<file path="src/rtl/pet_state_ctrl_if.sv">
// Button inputs and pet status outputs of the pet state controller.
interface pet_state_ctrl_if;
    logic       senal_test;
    logic       senal_energia;
    logic       senal_medicina;
    logic [2:0] energia;
    logic [2:0] salud;
    logic [1:0] modo;
    logic       ev_energia;
    logic       ev_medicina;
    logic       tick;

    modport master (
        output senal_test, senal_energia, senal_medicina,
        input  energia, salud, modo, ev_energia, ev_medicina, tick
    );

    modport slave (
        input  senal_test, senal_energia, senal_medicina,
        output energia, salud, modo, ev_energia, ev_medicina, tick
    );
endinterface

</file>
<file path="src/rtl/pet_state_ctrl.sv">
// Virtual pet core: synchronises toggle-coded buttons, generates game ticks,
// updates saturating energy/health levels and runs the NORMAL/TEST/MUERTO FSM.
module pet_state_ctrl #(
    parameter int TICK_DIV = 5,
    parameter int TEST_DIV = 2,
    parameter int MAX_LVL  = 7
) (
    input  logic            clk,
    input  logic            reset_tmp,
    pet_state_ctrl_if.slave bus
);
    localparam int DIV_MAX = (TICK_DIV > TEST_DIV) ? TICK_DIV : TEST_DIV;
    localparam int CNT_W   = (DIV_MAX > 1) ? $clog2(DIV_MAX) : 1;
    localparam logic signed [4:0] MAX_S = 5'(MAX_LVL);

    typedef enum logic [1:0] {
        NORMAL = 2'b00,
        TEST   = 2'b01,
        MUERTO = 2'b10
    } mode_t;

    // Bit 0 = test, bit 1 = feed, bit 2 = medicine.
    logic [2:0]       sync1_r, sync2_r, prev_r;
    logic [1:0]       sup_r;
    logic [CNT_W-1:0] cnt_r, cnt_next_s, term_s;
    mode_t            mode_r, mode_next_s;
    logic [2:0]       energia_r, salud_r, e_next_s, s_next_s;
    logic             tick_r, ev_e_r, ev_m_r;

    logic [2:0]        acc_s;
    logic              alive_s, armed_s, test_p_s, feed_s, med_s, tick_s;
    logic signed [4:0] e_sum_s, s_sum_s;

    // Two-flop synchroniser plus a history flop per button; each level change is one press.
    always_ff @(posedge clk or posedge reset_tmp) begin
        if (reset_tmp) begin
            sync1_r <= 3'b000;
            sync2_r <= 3'b000;
            prev_r  <= 3'b000;
        end else begin
            sync1_r <= {bus.senal_medicina, bus.senal_energia, bus.senal_test};
            sync2_r <= sync1_r;
            prev_r  <= sync2_r;
        end
    end

    // Blank presses for the first three edges after reset so stale levels never count.
    always_ff @(posedge clk or posedge reset_tmp) begin
        if (reset_tmp) begin
            sup_r <= 2'd0;
        end else if (sup_r != 2'd3) begin
            sup_r <= sup_r + 2'd1;
        end
    end

    // Press acceptance, tick detection and saturating level arithmetic.
    always_comb begin
        alive_s  = (mode_r != MUERTO);
        armed_s  = (sup_r == 2'd3);
        acc_s    = (sync2_r ^ prev_r) & {3{armed_s & alive_s}};
        test_p_s = acc_s[0];
        feed_s   = acc_s[1];
        med_s    = acc_s[2];
        if (mode_r == TEST) begin
            term_s = CNT_W'(TEST_DIV - 1);
        end else begin
            term_s = CNT_W'(TICK_DIV - 1);
        end
        // A test press changes mode, which restarts the period instead of ticking.
        tick_s  = alive_s && (cnt_r >= term_s) && !test_p_s;
        e_sum_s = $signed({2'b00, energia_r})
                + (feed_s ? 5'sd2 : 5'sd0)
                - (tick_s ? 5'sd1 : 5'sd0);
        s_sum_s = $signed({2'b00, salud_r})
                + (med_s ? 5'sd1 : 5'sd0)
                - ((tick_s && (energia_r == 3'd0)) ? 5'sd1 : 5'sd0);
        if (!alive_s) begin
            e_next_s = energia_r;
        end else if (e_sum_s < 5'sd0) begin
            e_next_s = 3'd0;
        end else if (e_sum_s > MAX_S) begin
            e_next_s = MAX_S[2:0];
        end else begin
            e_next_s = e_sum_s[2:0];
        end
        if (!alive_s) begin
            s_next_s = salud_r;
        end else if (s_sum_s < 5'sd0) begin
            s_next_s = 3'd0;
        end else if (s_sum_s > MAX_S) begin
            s_next_s = MAX_S[2:0];
        end else begin
            s_next_s = s_sum_s[2:0];
        end
    end

    // Mode FSM next state and tick counter; death outranks a test press.
    always_comb begin
        mode_next_s = mode_r;
        cnt_next_s  = cnt_r;
        case (mode_r)
            NORMAL, TEST: begin
                if (s_next_s == 3'd0) begin
                    mode_next_s = MUERTO;
                    cnt_next_s  = '0;
                end else if (test_p_s) begin
                    mode_next_s = (mode_r == NORMAL) ? TEST : NORMAL;
                    cnt_next_s  = '0;
                end else if (tick_s) begin
                    cnt_next_s = '0;
                end else begin
                    cnt_next_s = cnt_r + CNT_W'(1);
                end
            end
            MUERTO: begin
                cnt_next_s = '0;
            end
            default: begin
                mode_next_s = MUERTO;
                cnt_next_s  = '0;
            end
        endcase
    end

    // State register and registered outputs.
    always_ff @(posedge clk or posedge reset_tmp) begin
        if (reset_tmp) begin
            mode_r    <= NORMAL;
            cnt_r     <= '0;
            energia_r <= MAX_S[2:0];
            salud_r   <= MAX_S[2:0];
            tick_r    <= 1'b0;
            ev_e_r    <= 1'b0;
            ev_m_r    <= 1'b0;
        end else begin
            mode_r    <= mode_next_s;
            cnt_r     <= cnt_next_s;
            energia_r <= e_next_s;
            salud_r   <= s_next_s;
            tick_r    <= tick_s;
            ev_e_r    <= feed_s;
            ev_m_r    <= med_s;
        end
    end

    assign bus.energia     = energia_r;
    assign bus.salud       = salud_r;
    assign bus.modo        = mode_r;
    assign bus.tick        = tick_r;
    assign bus.ev_energia  = ev_e_r;
    assign bus.ev_medicina = ev_m_r;
endmodule
</file>
<file path="src/flat_wrapper.sv">
// flat-port wrapper written by rule: the top's interface ports become plain ports
module pet_state_ctrl_flat 
#(
    parameter int TICK_DIV = 5,
    parameter int TEST_DIV = 2,
    parameter int MAX_LVL  = 7
)
  (clk, reset_tmp, bus_senal_test, bus_senal_energia, bus_senal_medicina, bus_energia, bus_salud, bus_modo, bus_ev_energia, bus_ev_medicina, bus_tick);
  pet_state_ctrl_if bus_i ();
  input  logic clk;
  input  logic reset_tmp;
  input wire logic [$bits(bus_i.senal_test)-1:0] bus_senal_test;
  input wire logic [$bits(bus_i.senal_energia)-1:0] bus_senal_energia;
  input wire logic [$bits(bus_i.senal_medicina)-1:0] bus_senal_medicina;
  output wire logic [$bits(bus_i.energia)-1:0] bus_energia;
  output wire logic [$bits(bus_i.salud)-1:0] bus_salud;
  output wire logic [$bits(bus_i.modo)-1:0] bus_modo;
  output wire logic [$bits(bus_i.ev_energia)-1:0] bus_ev_energia;
  output wire logic [$bits(bus_i.ev_medicina)-1:0] bus_ev_medicina;
  output wire logic [$bits(bus_i.tick)-1:0] bus_tick;
  assign bus_i.senal_test = bus_senal_test;
  assign bus_i.senal_energia = bus_senal_energia;
  assign bus_i.senal_medicina = bus_senal_medicina;
  assign bus_energia = bus_i.energia;
  assign bus_salud = bus_i.salud;
  assign bus_modo = bus_i.modo;
  assign bus_ev_energia = bus_i.ev_energia;
  assign bus_ev_medicina = bus_i.ev_medicina;
  assign bus_tick = bus_i.tick;
  pet_state_ctrl #(.TICK_DIV(TICK_DIV), .TEST_DIV(TEST_DIV), .MAX_LVL(MAX_LVL)) u_core (.clk(clk), .reset_tmp(reset_tmp), .bus(bus_i));
endmodule
</file>
<file path="config.mk">
export PLATFORM = sky130hd
export DESIGN_NAME = pet_state_ctrl_flat
export DESIGN_NICKNAME = d
export VERILOG_FILES = /design/src/rtl/pet_state_ctrl_if.sv /design/src/rtl/pet_state_ctrl.sv /design/src/flat_wrapper.sv
export SDC_FILE = /design/constraint.sdc
export NUM_CORES = 1
export LEC_CHECK = 0
export BUFFER_PORTS_ARGS = -buffer_cell sky130_fd_sc_hd__buf_4
export CORE_MARGIN = 3
export CORE_UTILIZATION = 59
export DETAILED_ROUTE_END_ITERATION = 10
export HOLD_SLACK_MARGIN = 0.08
export PLACE_DENSITY = 0.81
export SETUP_SLACK_MARGIN = 0.3
export SLEW_MARGIN = 20
export SYNTH_ARGS = -nofsm -noshare
export SYNTH_HDL_FRONTEND = slang
export SYNTH_SLANG_ARGS = --single-unit
</file>
<file path="constraint.sdc">
create_clock -name clk -period 6.35 [get_ports clk]
set_clock_uncertainty 0.1 [all_clocks]
set_input_delay 0.3175 -clock clk [delete_from_list [all_inputs] [get_ports clk]]
set_output_delay 0.3175 -clock clk [all_outputs]
set_load 0.005 [all_outputs]
</file>
======== Word-level counts from Yosys, hierarchy flattened ========
Index checks and enable logic that the tools add are counted.
operators by class
  multiply operators ...................... 0
  shift operators ......................... 0
  reductions and logical operators ........ 9
  div/mod/pow operators ................... 0
  mux-type cells .......................... 18
  equality and inequality tests ........... 6
  add/subtract/negate cells ............... 6
  order comparisons ....................... 5
  bitwise logic cells ..................... 4
operator list
  cell                                                         count
  2-to-1 mux 3 bit                                             10
  adder 4 x 5 -> 5 bit                                         2
  > comparator 5 x 4 -> 1 bit (second input constant)          2
  less-than comparator 5 x 1 -> 1 bit (second input constant)  2
  subtractor 5 bit                                             2
  zero test 3 bit                                              2
  2-to-1 mux 2 bit                                             3
  == test 2 bit (second input constant)                        2
  2-to-1 mux 1 bit                                             4
  inequality test 2 bit (second input constant)                2
  one-hot mux 2 bit (2 select lines)                           1
  adder 3 x 1 -> 3 bit (second input constant)                 1
  bitwise AND 3 bit                                            1
  greater-or-equal comparator 3 bit                            1
  logical AND 1 bit                                            3
  inequality test 3 x 1 -> 1 bit (second input constant)       1
  XOR 3 bit                                                    1
  adder 2 x 1 -> 2 bit (second input constant)                 1
  == test 2 x 1 -> 1 bit (second input constant)               1
  zero test 2 bit                                              1
  AND reduction 2 bit                                          1
  OR reduction 2 bit                                           1
  bitwise AND 1 bit                                            1
  zero test 1 bit                                              1
  NOT 1 bit                                                    1
storage, ports and cells
  output and inout port bits .............. 11
  memories kept ........................... 0
  word-level logic and storage cells ...... 59
  RAM bits ................................ 0
  input bits .............................. 5
  register bits after elaboration ......... 25
  memory bits (read-only) ................. 0
  latch bits .............................. 0

======== Logic depth before layout (Yosys ltp) ========
  depth in word-level cells ............... 15
  depth in mapped cells ................... 16
  mapped depth without buffers ............ 16

======== Worst setup path after synthesis ========
OpenSTA, ideal clock, no wires.
  path type ............................... register to register
  start point ............................. reg u_core.mode_r[0] (netlist: u_core.bus.modo[0])
  end point ............................... reg u_core.mode_r[0] (netlist: u_core.bus.modo[0])
  period minus slack after synthesis ...... 3.689 ns
  data required time ...................... 6.105 ns
  slack ................................... 2.661 ns
  buffers on the path ..................... 0
  data arrival time ....................... 3.444 ns
  setup time .............................. 0.145 ns
  stages on the path, launching flop included .. 16
  cells stage by stage .................... dfrtp_1 > nor2b_1 > ha_1 > nor3b_1 > maj3_1 > o21a_1 > a31oi_1 > and4_1 > ha_1 > inv_1 > ha_1 > and3b_1 > or3_4 > xnor2_1 > o311ai_2 > a211oi_2
on the way
  cells in the longest elaborated chain, start to end .. 15
  elaborated cells on any way between the ends .. 30
  classes of those cells .................. 2 x add/sub; 3 x order compare; 4 x eq/ne; 10 x mux; 3 x bitwise; 8 x reduce/logical
RTL lines
  element                                                                           line                                        text
  from (decl)                                                                       pet_state_ctrl.sv:26                        mode_t mode_r, mode_next_s;
  from (signal assigned)                                                            pet_state_ctrl.sv:136                       mode_r <= mode_next_s;
  == test 2 x 1 -> 1 bit / inequality test 2 bit (equally long branches)            pet_state_ctrl.sv:64, pet_state_ctrl.sv:58
  2-to-1 mux 3 bit / bitwise AND 1 bit (equally long branches)                      pet_state_ctrl.sv:64, pet_state_ctrl.sv:60
  greater-or-equal comparator 3 bit / bitwise AND 3 bit (equally long branches)     pet_state_ctrl.sv:70, pet_state_ctrl.sv:60
  logical AND 1 bit / zero test 1 bit (equally long branches)                       pet_state_ctrl.sv:70                        tick_s = alive_s && (cnt_r >= term_s) && !test_p_s;
  logical AND 1 bit (*)                                                             pet_state_ctrl.sv:70
  net u_core.tick_s                                                                 pet_state_ctrl.sv:31                        logic alive_s, armed_s, test_p_s, feed_s, med_s, tick_s;
  logical AND 1 bit (*)                                                             pet_state_ctrl.sv:76                        - ((tick_s && (energia_r == 3'd0)) ? 5'sd1 : 5'sd0);
  2-to-1 mux 1 bit (*)                                                              pet_state_ctrl.sv:76
  subtractor 5 bit (*)                                                              pet_state_ctrl.sv:76
  > comparator 5 x 4 -> 1 bit                                                       pet_state_ctrl.sv:90                        end else if (s_sum_s > MAX_S) begin
  2-to-1 mux 3 bit                                                                  pet_state_ctrl.sv:90
  2-to-1 mux 3 bit (*)                                                              pet_state_ctrl.sv:88                        end else if (s_sum_s < 5'sd0) begin
  2-to-1 mux 3 bit (*)                                                              pet_state_ctrl.sv:86                        if (!alive_s) begin
  zero test 3 bit (*)                                                               pet_state_ctrl.sv:103                       if (s_next_s == 3'd0) begin
  2-to-1 mux 2 bit / inequality test 3 x 1 -> 1 bit (equally long branches)         -
  one-hot mux 2 bit (2 select lines) / AND reduction 2 bit (equally long branches)  -
The timed path passes the listed nets; every way through them passes the cells marked *. The select of a mux whose other input is x is not followed.
A chain may end at the register's enable or synchronous reset.

======== Worst setup path after layout ========
  start point ............................. reg u_core.mode_r[1] (netlist: u_core.bus.modo[1])
  end point ............................... reg u_core.cnt_r[1]
on the way
  cells in the longest elaborated chain, start to end .. 15
  elaborated cells on any way between the ends .. 26
  classes of those cells .................. 2 x add/sub; 3 x order compare; 2 x eq/ne; 10 x mux; 2 x bitwise; 7 x reduce/logical
RTL lines
  element                                                                        line                                        text
  == test 2 x 1 -> 1 bit / inequality test 2 bit (equally long branches)         pet_state_ctrl.sv:64, pet_state_ctrl.sv:58
  2-to-1 mux 3 bit / bitwise AND 1 bit (equally long branches)                   pet_state_ctrl.sv:64, pet_state_ctrl.sv:60
  greater-or-equal comparator 3 bit / bitwise AND 3 bit (equally long branches)  pet_state_ctrl.sv:70, pet_state_ctrl.sv:60
  logical AND 1 bit / zero test 1 bit (equally long branches)                    pet_state_ctrl.sv:70
  logical AND 1 bit (*)                                                          pet_state_ctrl.sv:70
  net u_core.tick_s                                                              pet_state_ctrl.sv:31
  logical AND 1 bit                                                              pet_state_ctrl.sv:76
  2-to-1 mux 1 bit                                                               pet_state_ctrl.sv:76
  subtractor 5 bit                                                               pet_state_ctrl.sv:76
  > comparator 5 x 4 -> 1 bit                                                    pet_state_ctrl.sv:90
  2-to-1 mux 3 bit                                                               pet_state_ctrl.sv:90
  2-to-1 mux 3 bit                                                               pet_state_ctrl.sv:88
  2-to-1 mux 3 bit                                                               pet_state_ctrl.sv:86
  zero test 3 bit                                                                pet_state_ctrl.sv:103
  2-to-1 mux 3 bit (*)                                                           pet_state_ctrl.sv:103
  2-to-1 mux 3 bit (*)                                                           pet_state_ctrl.sv:101                       case (mode_r)
  net u_core.cnt_next_s[1]                                                       pet_state_ctrl.sv:25                        logic [CNT_W-1:0] cnt_r, cnt_next_s, term_s;
  to (signal assigned)                                                           pet_state_ctrl.sv:137                       cnt_r <= cnt_next_s;
  to (decl)                                                                      pet_state_ctrl.sv:25
The timed path passes the listed nets; every way through them passes the cells marked *.

==> summary.txt <==
Logic synthesis
  • Library cells used by synthesis: 36
  • Leading area contributor after synthesis: dfrtp_1
  • Post-synthesis cell count: 120
  • Ys async rst share: 100%
  • Post-synth top flop: dfrtp_1
  • Fraction of synthesized cell area taken by the top area cell type: 34.5%
  • Post-synthesis sequential area ratio: 46.0%
  • Avg Inst Size Synth: 11.5 µm²
  • YS warnings: 0
  • Post-Syn Area: 1380 µm²
  • Synthesis-stage register bit count: 25
  • Count leader, synth: dfrtp_1
  • EDFF count, synth: 0
  • Synth area leaders: dfrtp_1 35%, ha_1 12%, dfstp_2 11%
  • Syn_nets: 141
  • Top cells by count, synth: 19 x dfrtp_1, 18 x inv_1, 13 x ha_1

Global route
  • Vias in the first global route: 931
  • First-pass GRT wire length: 3970 µm
  • Congestion Overflow GR: 0
  • Initial antenna violation count: 0
  • Total track usage: 19.3%
  • Largest net degree at the start of global routing: 26

Route
  • Vias per cell: 5.30
  • Antenna Violating Nets Remaining: 0
  • Drt total wl: 2280 µm
  • Via count: 885
  • First DRT Iteration DRCs: 5
  • Drt first pass iters: 4
  • Routed WL per cell: 13.7 µm
  • DR DRC count: 0

Floorplan
  • Die width: 54.3 µm
  • Die Ht: 54.3 µm
  • I/O pin total: 16
  • Die area: 2950 µm²
  • Site Rows: 16
  • Initial core utilization: 66.1%
  • Core ar.: 2080 µm²

Power
  • Tot Pwr: 0.244 mW
  • Worst vdd ir: 0.171 mV
  • Pwr/cell area: 155 nW/µm²
  • Leak pwr: 0.752 nW

Timing
  • Period minus WS final: 4090 ps
  • RSZ-0062 raised after global routing: no
  • Worst slew margin: 39.1%
  • Total Neg Setup Slack: 0 ps
  • Final critical-path share of the clock period: 64.4%
  • Actual slew at the worst max-slew pin: 913 ps
  • FMAX: 0.245 GHz
  • Final Setup Violations: 0
  • Max Slew Vio Count: 0
  • Final hold violation count: 0

Clocking
  • Clk pin slew, worst setup/hold paths: 140 ps
  • CTS tree: yes
  • # H-tree levels: 1
  • Clock Sinks: 25
  • Clk buf depth: 2
  • Root buffer cell: clkbuf_4
  • Clk_lat worst skew: 320 ps
  • Total CTS buffers: 3

Place
  • Placed Area: 1510 µm²
  • PortBufs: 15
  • Hpwl dp: 1770 µm
  • Gpl congestion: 0.831

Layout
  • P&R area growth vs syn: 14.2%
  • Layout cells sized above 1: 24.3%
  • Core Util, Final: 75.5%
  • Antenna cells: 0
  • Final Cell Area: 1570 µm²
  • Final #Nets: 162

Worst setup path
  • Startpoint types: flip-flop
  • Setup crit end kind: flip-flop
  • CP arrival: 4170 ps
  • Max FO, Critical Path: 9
  • Setup Crit Path Kind: flip-flop to flip-flop
  • Critical Path RT: 6440 ps
  • R2R depth: 15

Outcome
  • Status: finished, final reports clean

Run
  • MaxCap Viol Count: 0

Worst hold path
  • Worst min path class: input pin to async pin
cells in the final DEF (no fill, tap or decap), drive strengths merged:
cell type    synthesis  layout
mux2i                1       1
and3                 2       2
clkinv               0       1
dfstp                6       6
xor2                 6       6
nor2                 1       1
o211a                2       2
nand2                9       9
inv                 18      18
and2b                2       2
a21oi                7       7
xnor2                3       3
nor2b                1       1
fa                   3       3
o21a                 1       1
nand3                4       4
buf                  1      15
o21ai                1       1
nor3b                2       2
dlygate4sd3          0       3
dfrtp               19      19
and4                 1       1
clkbuf               1       3
mux2                 1       1
ha                  13      13
and3b                1       1
or3                  1       1
nor3                 2       2
maj3                 1       1
a31oi                3       3
o311ai               2       2
nand2b               3       3
a21o                 1       1
a211oi               1       1
layout make-up:
cell class                      instances  area, µm²
Clock buffer                            3       22.5
Clock inverter                          1       5.00
Fill cell                             156        510
Inverter                               18       67.6
Multi-Input combinational cell         75        667
Sequential cell                        25        633
Tap cell                               27       33.8
Timing Repair Buffer                   18        143
metrics by stage:
step / worst slack [ps] / std cells / hold WS (ps)
final: 2260 / 167 / 81.3
after global routing: 1960 / 167 / 143
after global placement: 2450 / 160 / 234
after floorplan: 2660 / 120 / 231
after CTS: 2240 / 167 / 126
after detailed placement: 2280 / 160 / 237
power by group:
group	switching [mW]	leakage (nW)	internal, mW
clock	0.0480	0.0177	0.0236
combinational	0.00476	0.443	0.00405
sequential	0.00124	0.291	0.162
critical path, stage by stage (launching register included):
cell and delay [ps]:
dfrtp_1 520, nor2b_1 120, ha_1 280, nor3b_1 60, maj3_1 370, o21a_1 180, a31oi_1 250, and4_1 230
ha_1 140, inv_1 70, ha_1 260, and3b_1 190, or3_4 420, xnor2_1 160, o311ai_2 460, a21oi_1 140
worst paths after layout:
check / slack (ps) / endpoint / from
setup / recovery: 2260 / u_core.cnt_r[1]$_DFF_PP0_ / u_core.bus.modo[1]$_DFFE_PP0P_
hold / removal: 80 / u_core.sync1_r[1]$_DFF_PP0_ / reset_tmp
setup reg to reg: 2260 / u_core.cnt_r[1]$_DFF_PP0_ / u_core.bus.modo[1]$_DFFE_PP0P_
hold reg to reg: 270 / u_core.sync2_r[2]$_DFF_PP0_ / u_core.sync1_r[2]$_DFF_PP0_
max in group asynchronous: 5510 / u_core.bus.tick$_DFF_PP0_ / reset_tmp
min in group clk: 270 / u_core.sync2_r[2]$_DFF_PP0_ / u_core.sync1_r[2]$_DFF_PP0_
cells by family (layout without fill, tap and decap cells):
kind of cell / after synthesis / count (layout) / synth area share [%]
AO/OA/AOI/OAI: 18 / 18 / 11.2
flip-flops: 25 / 25 / 46.0
AND/OR/NAND/NOR: 29 / 29 / 12.2
buffers and inverters: 20 / 40 / 5.54
XOR/XNOR: 9 / 9 / 5.73
multiplexers: 2 / 2 / 2.45
adder cells (fa/ha/maj): 17 / 17 / 16.9
flip-flops by register name, summed over array words and instances (netlist names):
name / cells
u_core.bus.ev_energia: 1
u_core.bus.ev_medicina: 1
u_core.cnt_r: 3
u_core.sync2_r: 3
u_core.bus.energia: 3
u_core.bus.salud: 3
u_core.bus.modo: 2
u_core.bus.tick: 1
u_core.sup_r: 2
u_core.prev_r: 3
u_core.sync1_r: 3
repair_timing:
action / in CTS / in global routing
hold buffers: 3 / 0
buffers inserted: 0 / 0
resized for setup: 0 / 0
hold endpoints to repair: 3 / 0
layer usage:
| layer | global-route usage, % | wire length (µm) |
|---|---|---|
| met5 | 0 | 0 |
| met4 | 8.30 | 33 |
| met3 | 3.54 | 65 |
| met2 | 33.3 | 1130 |
| met1 | 23.4 | 1060 |
Power figures use the tool's default switching activity.
